File: config.mk
export PLATFORM = sky130hd
export DESIGN_NAME = mem_write_d
export DESIGN_NICKNAME = d
export VERILOG_FILES = /design/src/rtl/mem_d_pkg.sv /design/src/rtl/mem_d_addr_gen.sv /design/src/rtl/mem_write_d.sv
export SDC_FILE = /design/constraint.sdc
export NUM_CORES = 1
export LEC_CHECK = 0
export ABC_AREA = 1
export BUFFER_PORTS_ARGS = -buffer_cell sky130_fd_sc_hd__buf_2
export CORE_ASPECT_RATIO = 1.2
export CORE_MARGIN = 3
export CORE_UTILIZATION = 45
export DETAILED_ROUTE_END_ITERATION = 7
export SLEW_MARGIN = 20
export SYNTH_ARGS = -nofsm -noshare
export SYNTH_HDL_FRONTEND = slang
export SYNTH_SLANG_ARGS = --single-unit
File: constraint.sdc
create_clock -name clk -period 3.3 [get_ports clk]
set_input_delay 0.165 -clock clk [delete_from_list [all_inputs] [get_ports clk]]
set_output_delay 0.165 -clock clk [all_outputs]
set_load 0.005 [all_outputs]
File: src/rtl/mem_d_pkg.sv
// Shared FSM state type and default geometry for the D-matrix bank writer.
package mem_d_pkg;

    localparam int N1_DEF     = 4;
    localparam int N2_DEF     = 4;
    localparam int ADDR_W_DEF = 12;

    typedef enum logic [1:0] {
        IDLE  = 2'd0,
        WRITE = 2'd1,
        DONE  = 2'd2
    } state_t;

endpackage

File: src/rtl/mem_d_addr_gen.sv
// Column / bank-row / phase counters and bank address for the D fill.
// N2 must be a power of two so the in-group reversal reduces to an XOR.
module mem_d_addr_gen
    import mem_d_pkg::*;
#(
    parameter int N1           = N1_DEF,
    parameter int N2           = N2_DEF,
    parameter int MATRIXSIZE_W = 16,
    parameter int ADDR_W       = ADDR_W_DEF,
    parameter int ROW_W        = (N1 > 1) ? $clog2(N1) : 1
) (
    input  logic                    clk,
    input  logic                    rst,
    input  logic                    clear_i,
    input  logic                    step_i,
    input  logic [MATRIXSIZE_W-1:0] m3_i,
    input  logic [MATRIXSIZE_W-1:0] m1dn1_i,
    output logic [ADDR_W-1:0]       addr_o,
    output logic [ROW_W-1:0]        row_o,
    output logic                    last_o
);

    localparam logic [MATRIXSIZE_W-1:0] ONE      = MATRIXSIZE_W'(1);
    localparam logic [ROW_W-1:0]        ROW_LAST = ROW_W'(N1 - 1);
    localparam logic [ADDR_W-1:0]       GRP_MASK = ADDR_W'(N2 - 1);

    logic [MATRIXSIZE_W-1:0] col_q, col_d;
    logic [MATRIXSIZE_W-1:0] phase_q, phase_d;
    logic [ROW_W-1:0]        row_q, row_d;
    logic [ADDR_W-1:0]       offset_q, offset_d;
    logic                    col_end, row_end, phase_end;

    assign col_end   = (col_q == m3_i - ONE);
    assign row_end   = (row_q == ROW_LAST);
    assign phase_end = (phase_q == m1dn1_i - ONE);
    assign last_o    = col_end && row_end && phase_end;
    assign row_o     = row_q;

    // Only the low ADDR_W bits of phase*M3 + col' are ever used, so the
    // offset is kept at ADDR_W; modular addition gives the same truncation.
    assign addr_o = offset_q + (col_q[ADDR_W-1:0] ^ GRP_MASK);

    always_comb begin
        col_d    = col_q;
        row_d    = row_q;
        phase_d  = phase_q;
        offset_d = offset_q;
        if (clear_i) begin
            col_d    = '0;
            row_d    = '0;
            phase_d  = '0;
            offset_d = '0;
        end else if (step_i) begin
            if (!col_end) begin
                col_d = col_q + ONE;
            end else begin
                col_d = '0;
                if (!row_end) begin
                    row_d = row_q + ROW_W'(1);
                end else begin
                    row_d = '0;
                    if (phase_end) begin
                        phase_d  = '0;
                        offset_d = '0;
                    end else begin
                        phase_d  = phase_q + ONE;
                        offset_d = offset_q + m3_i[ADDR_W-1:0];
                    end
                end
            end
        end
    end

    always_ff @(posedge clk) begin
        if (rst) begin
            col_q    <= '0;
            row_q    <= '0;
            phase_q  <= '0;
            offset_q <= '0;
        end else begin
            col_q    <= col_d;
            row_q    <= row_d;
            phase_q  <= phase_d;
            offset_q <= offset_d;
        end
    end

endmodule

File: src/rtl/mem_write_d.sv
// Streams the D matrix into N1 banks with N2-group reversed addressing.
// Optional MEM_WRITE_D_COUNT_EN adds a saturating wr_count of write pulses.
module mem_write_d
    import mem_d_pkg::*;
#(
    parameter int N1           = N1_DEF,
    parameter int N2           = N2_DEF,
    parameter int MATRIXSIZE_W = 16,
    parameter int ADDR_W       = ADDR_W_DEF,
    parameter int DATA_W       = 16
) (
    input  logic                    clk,
    input  logic                    rst,
    input  logic                    start,
    input  logic [MATRIXSIZE_W-1:0] M3,
    input  logic [MATRIXSIZE_W-1:0] M1dN1,
    input  logic [DATA_W-1:0]       in_data,
    input  logic                    in_valid,
    output logic                    in_ready,
    output logic [ADDR_W-1:0]       wr_addr,
    output logic [DATA_W-1:0]       wr_data,
    output logic [N1-1:0]           wr_en,
    output logic                    busy,
    output logic                    done
`ifdef MEM_WRITE_D_COUNT_EN
    ,
    output logic [31:0]             wr_count
`endif
);

    localparam int            ROW_W  = (N1 > 1) ? $clog2(N1) : 1;
    localparam logic [N1-1:0] EN_ONE = N1'(1);

    state_t                  state_q;
    logic                    busy_q, done_q;
    logic [MATRIXSIZE_W-1:0] m3_q, m1dn1_q;
    logic [ADDR_W-1:0]       wr_addr_q;
    logic [DATA_W-1:0]       wr_data_q;
    logic [N1-1:0]           wr_en_q;

    logic                    xfer, start_acc, dims_zero, last;
    logic [ADDR_W-1:0]       gen_addr;
    logic [ROW_W-1:0]        gen_row;

    // busy_q tracks state==WRITE exactly, so it doubles as in_ready.
    assign xfer      = in_valid && busy_q;
    assign start_acc = start && (state_q != WRITE);
    assign dims_zero = (M3 == '0) || (M1dN1 == '0);

    mem_d_addr_gen #(
        .N1           (N1),
        .N2           (N2),
        .MATRIXSIZE_W (MATRIXSIZE_W),
        .ADDR_W       (ADDR_W),
        .ROW_W        (ROW_W)
    ) u_addr_gen (
        .clk      (clk),
        .rst      (rst),
        .clear_i  (start_acc),
        .step_i   (xfer),
        .m3_i     (m3_q),
        .m1dn1_i  (m1dn1_q),
        .addr_o   (gen_addr),
        .row_o    (gen_row),
        .last_o   (last)
    );

    always_ff @(posedge clk) begin
        if (rst) begin
            state_q   <= IDLE;
            busy_q    <= 1'b0;
            done_q    <= 1'b0;
            m3_q      <= '0;
            m1dn1_q   <= '0;
            wr_addr_q <= '0;
            wr_data_q <= '0;
            wr_en_q   <= '0;
        end else begin
            wr_en_q <= '0;
            case (state_q)
                IDLE, DONE: begin
                    if (start) begin
                        m3_q    <= M3;
                        m1dn1_q <= M1dN1;
                        if (dims_zero) begin
                            state_q <= DONE;
                            busy_q  <= 1'b0;
                            done_q  <= 1'b1;
                        end else begin
                            state_q <= WRITE;
                            busy_q  <= 1'b1;
                            done_q  <= 1'b0;
                        end
                    end
                end
                WRITE: begin
                    if (in_valid) begin
                        wr_en_q   <= EN_ONE << gen_row;
                        wr_addr_q <= gen_addr;
                        wr_data_q <= in_data;
                        if (last) begin
                            state_q <= DONE;
                            busy_q  <= 1'b0;
                            done_q  <= 1'b1;
                        end
                    end
                end
                default: begin
                    state_q <= IDLE;
                    busy_q  <= 1'b0;
                    done_q  <= 1'b0;
                end
            endcase
        end
    end

    assign in_ready = busy_q;
    assign busy     = busy_q;
    assign done     = done_q;
    assign wr_addr  = wr_addr_q;
    assign wr_data  = wr_data_q;
    assign wr_en    = wr_en_q;

`ifdef MEM_WRITE_D_COUNT_EN
    logic [31:0] wr_count_q;

    always_ff @(posedge clk) begin
        if (rst || start_acc) begin
            wr_count_q <= '0;
        end else if ((|wr_en_q) && (wr_count_q != '1)) begin
            wr_count_q <= wr_count_q + 32'd1;
        end
    end

    assign wr_count = wr_count_q;
`endif

endmodule

==> qor.yml <==
critical_path:
  timing.rr.end: "u_addr_gen.phase_q[6]$_SDFFE_PP0P_"
  crit_required_ns: 3.59
  r2r-start: "m3_q[1]$_SDFFE_PP0P_"
  worstPathMaxFanout: 13
  criticalPathCategory: "flop to flop"
  start_kind: "flop"
  critPathArrivalTime_ns: 2.90
  end_kind: "flop"
  r2r_cells: 11
  r2r_setup_slack_ns: 0.69
synth:
  yosysTopAreaCell: "dfxtp_1"
  yosys_register_bits: 113
  ys_seq_area_share_pct: 31.5
  synthCells: 1080
  synth_edf_count: 0
  synthesis.nets: 1161
  synthDistinctLibCells: 46
  synth_top_cell_area_share_pct: 31.5
  syn_area_per_cell_um2: 6.65
  ys.flop_type: "dfxtp_1"
  ys_warn_count: 0
  postSynth.asyncResetShare_pct: 0
  syn_area_um2: 7180
  netlist_top_cells_area: "dfxtp_1 (31%), nand2_1 (15%), nor2_1 (8.0%)"
floorplanning:
  die_x_um: 121
  row_count: 49
  die_h_um: 144
  ios: 87
  dieArea_um2: 17500
  initial_core_util_pct: 46.9
  design.core.area_um2: 15300
placed_design:
  gp_congestion: 0.873
  placed_area_um2: 7800
  dp_cells: 1351
  portBuffers: 86
  pre_cts_ws_ns: 0.692
  dp_hpwl_mm: 15.9
detailed_routing:
  via_per_inst: 5.00
  ant_nets: 0
  drc: 0
  wire_per_inst_um: 14.6
  routed_wl_mm: 20.6
  vias: 7038
  first_pass_iters: 5
  drt-initial-drc-count: 350
cts:
  numCtsBuffers: 17
  root_buffer: "clkbuf_16"
  clock_path_buffers: 2
  cts_tree: "built"
  clock_latency_ns: 0.41
  clk_pin_slew_ns: 0.05
  clkSinkCount: 113
  cts.htree.levels: 4
timing:
  rsz0062_at_grt: "no"
  min_period_ns: 2.61
  slew_violations: 0
  setup_violations: 0
  slew_headroom_pct: 42.4
  fin_skew_ns: 0.00726
  worst_slew_pin_slew_ns: 0.863
  fmax_mhz: 383
  tns_ns: 0
  finalCritPeriodShare_pct: 79.1
  hold_viol_final: 0
  fin_ws_ns: 0.689
grt:
  gr-max-usage-layer: "met2"
  grt_overflow: 0
  grt.total_usage_pct: 23.8
  grt_use_met2_pct: 43.5
  grt_pass1_wl_mm: 32.8
  grt_antenna_before_repair: 0
  first_global_vias: 6636
  use_met1_pct: 26.8
  gr-usage-met3_pct: 3.99
  grt_max_degree: 32
final_layout:
  area_growth_pct: 20.2
  drive_above_1_share_pct: 13.7
  design_area_um2: 8630
  final.fill_count: 1535
  antenna_cells: 0
  fin_cells: 1407
  final_common_cell: "nand2_1"
  nNetsFinal: 1271
  most-common-layout-cells: "nand2_1 (278), nor2_1 (153), dfxtp_1 (113)"
power_and_ir_drop:
  finalPower_uw: 3980
  ir_drop_mv: 0.416
  p_per_area_nw_per_um2: 461
  leakage_uw: 0.00390
min_path:
  hp-start: "M1dN1[10]"
  min_to: "m1dn1_q[10]$_SDFFE_PP0P_"
  hold_path_depth: 3
  hold_path.class: "input port to flop"
outcome:
  outcome: "finished, final reports clean"
run:
  cap_violations: 0
per-layer routing:
layer	routed length, µm	vias up
met5	0	-
met4	793	0
met3	551	46
met2	10900	92
met1	8340	3168
li1	-	3732
final cells by class:
cell class / instances / area [µm²] / area share, %
multi-input combinational: 837 / 4400 / 51.0
clock buffer: 18 / 439 / 5.09
timing repair buffer: 119 / 738 / 8.55
clock inverter: 14 / 154 / 1.78
tap: 204 / 255 / 2.96
inverter: 102 / 383 / 4.43
sequential: 113 / 2260 / 26.2
kinds of logic (layout without fill, tap and decap cells):
family / Yosys count / in the layout / share of synthesized area (%)
simple gates: 580 / 580 / 35.9
flops: 113 / 113 / 31.5
fa+ha+maj: 29 / 29 / 5.26
compound gates: 163 / 163 / 12.1
xor+xnor: 65 / 65 / 8.12
buf+inv: 130 / 253 / 7.23
flip-flops by register name (all words and copies together), names as in the netlist:
signal	count
m1dn1_q	16
m3_q	16
u_addr_gen.col_q	16
u_addr_gen.phase_q	16
wr_data	16
u_addr_gen.offset_q	12
wr_addr	12
wr_en	4
state_q	2
u_addr_gen.row_o	2
busy	1
critical path, stage by stage, from the launching register on:
cell and delay, ns:
dfxtp_1 0.35, inv_1 0.09, ha_1 0.25, nand3_4 0.13
nor2_4 0.17, nand2_1 0.08, xor2_1 0.25, nand4_2 0.18
nor3_1 0.27, nand3_1 0.45, nand2_1 0.18, a21oi_1 0.08
repair_timing:
item                                   4_1_cts  5_1_grt
buffers inserted                             0        0
endpoints found under the hold margin       24        0
resized for setup                            0        0
setup endpoints to repair                    0        0
hold buffers                                24        0
stage by stage:
step | hold slack (ns) | util [%]
after CTS | 0.00347 | 56.3
after global routing | 0.00467 | 56.3
after global placement | 0.413 | 50.9
final | 0.0133 | 56.3
after detailed placement | 0.411 | 50.9
after floorplan | 0.300 | -
where the power goes:
part	internal [µW]	leakage [µW]	switching, µW
sequential	1420	0.000921	61.7
combinational	253	0.00269	409
clock	1140	0.000284	691
Yosys cell counts (2+ instances only):
library cell    n
nand2_1       278
nor2_1        153
dfxtp_1       113
inv_1          97
a21oi_1        90
o21ai_0        51
nand3_1        50
xor2_1         45
ha_1           27
xnor2_1        19
nor3_1         18
clkbuf_1       17
nand4_1        14
nor4_1         13
nor2_2         11
nand3b_1       10
o21bai_1       10
nand2_2         7
nor3b_1         5
buf_2           4
inv_2           4
nor2_4          4
a31oi_1         3
and2_1          3
buf_4           3
nand3_2         3
o21ai_1         3
buf_1           2
buf_6           2
fa_1            2
nor3_2          2
o211ai_1        2
or2_2           2
worst max-delay path by stage:
stage | start | end | slack, ns | cells after the start
finish | m3_q[1]$_SDFFE_PP0P_ | u_addr_gen.phase_q[6]$_SDFFE_PP0P_ | 0.69 | 11
floorplan | m3_q[1]$_SDFFE_PP0P_ | u_addr_gen.phase_q[10]$_SDFFE_PP0P_ | 1.21 | 12
detailed placement | m3_q[1]$_SDFFE_PP0P_ | u_addr_gen.phase_q[6]$_SDFFE_PP0P_ | 0.69 | 11
CTS | m3_q[1]$_SDFFE_PP0P_ | u_addr_gen.phase_q[6]$_SDFFE_PP0P_ | 0.68 | 11
global route | m3_q[1]$_SDFFE_PP0P_ | u_addr_gen.phase_q[8]$_SDFFE_PP0P_ | 0.43 | 11
global placement | m3_q[1]$_SDFFE_PP0P_ | u_addr_gen.phase_q[9]$_SDFFE_PP0P_ | 0.77 | 11
Power figures use the tool's default switching activity.
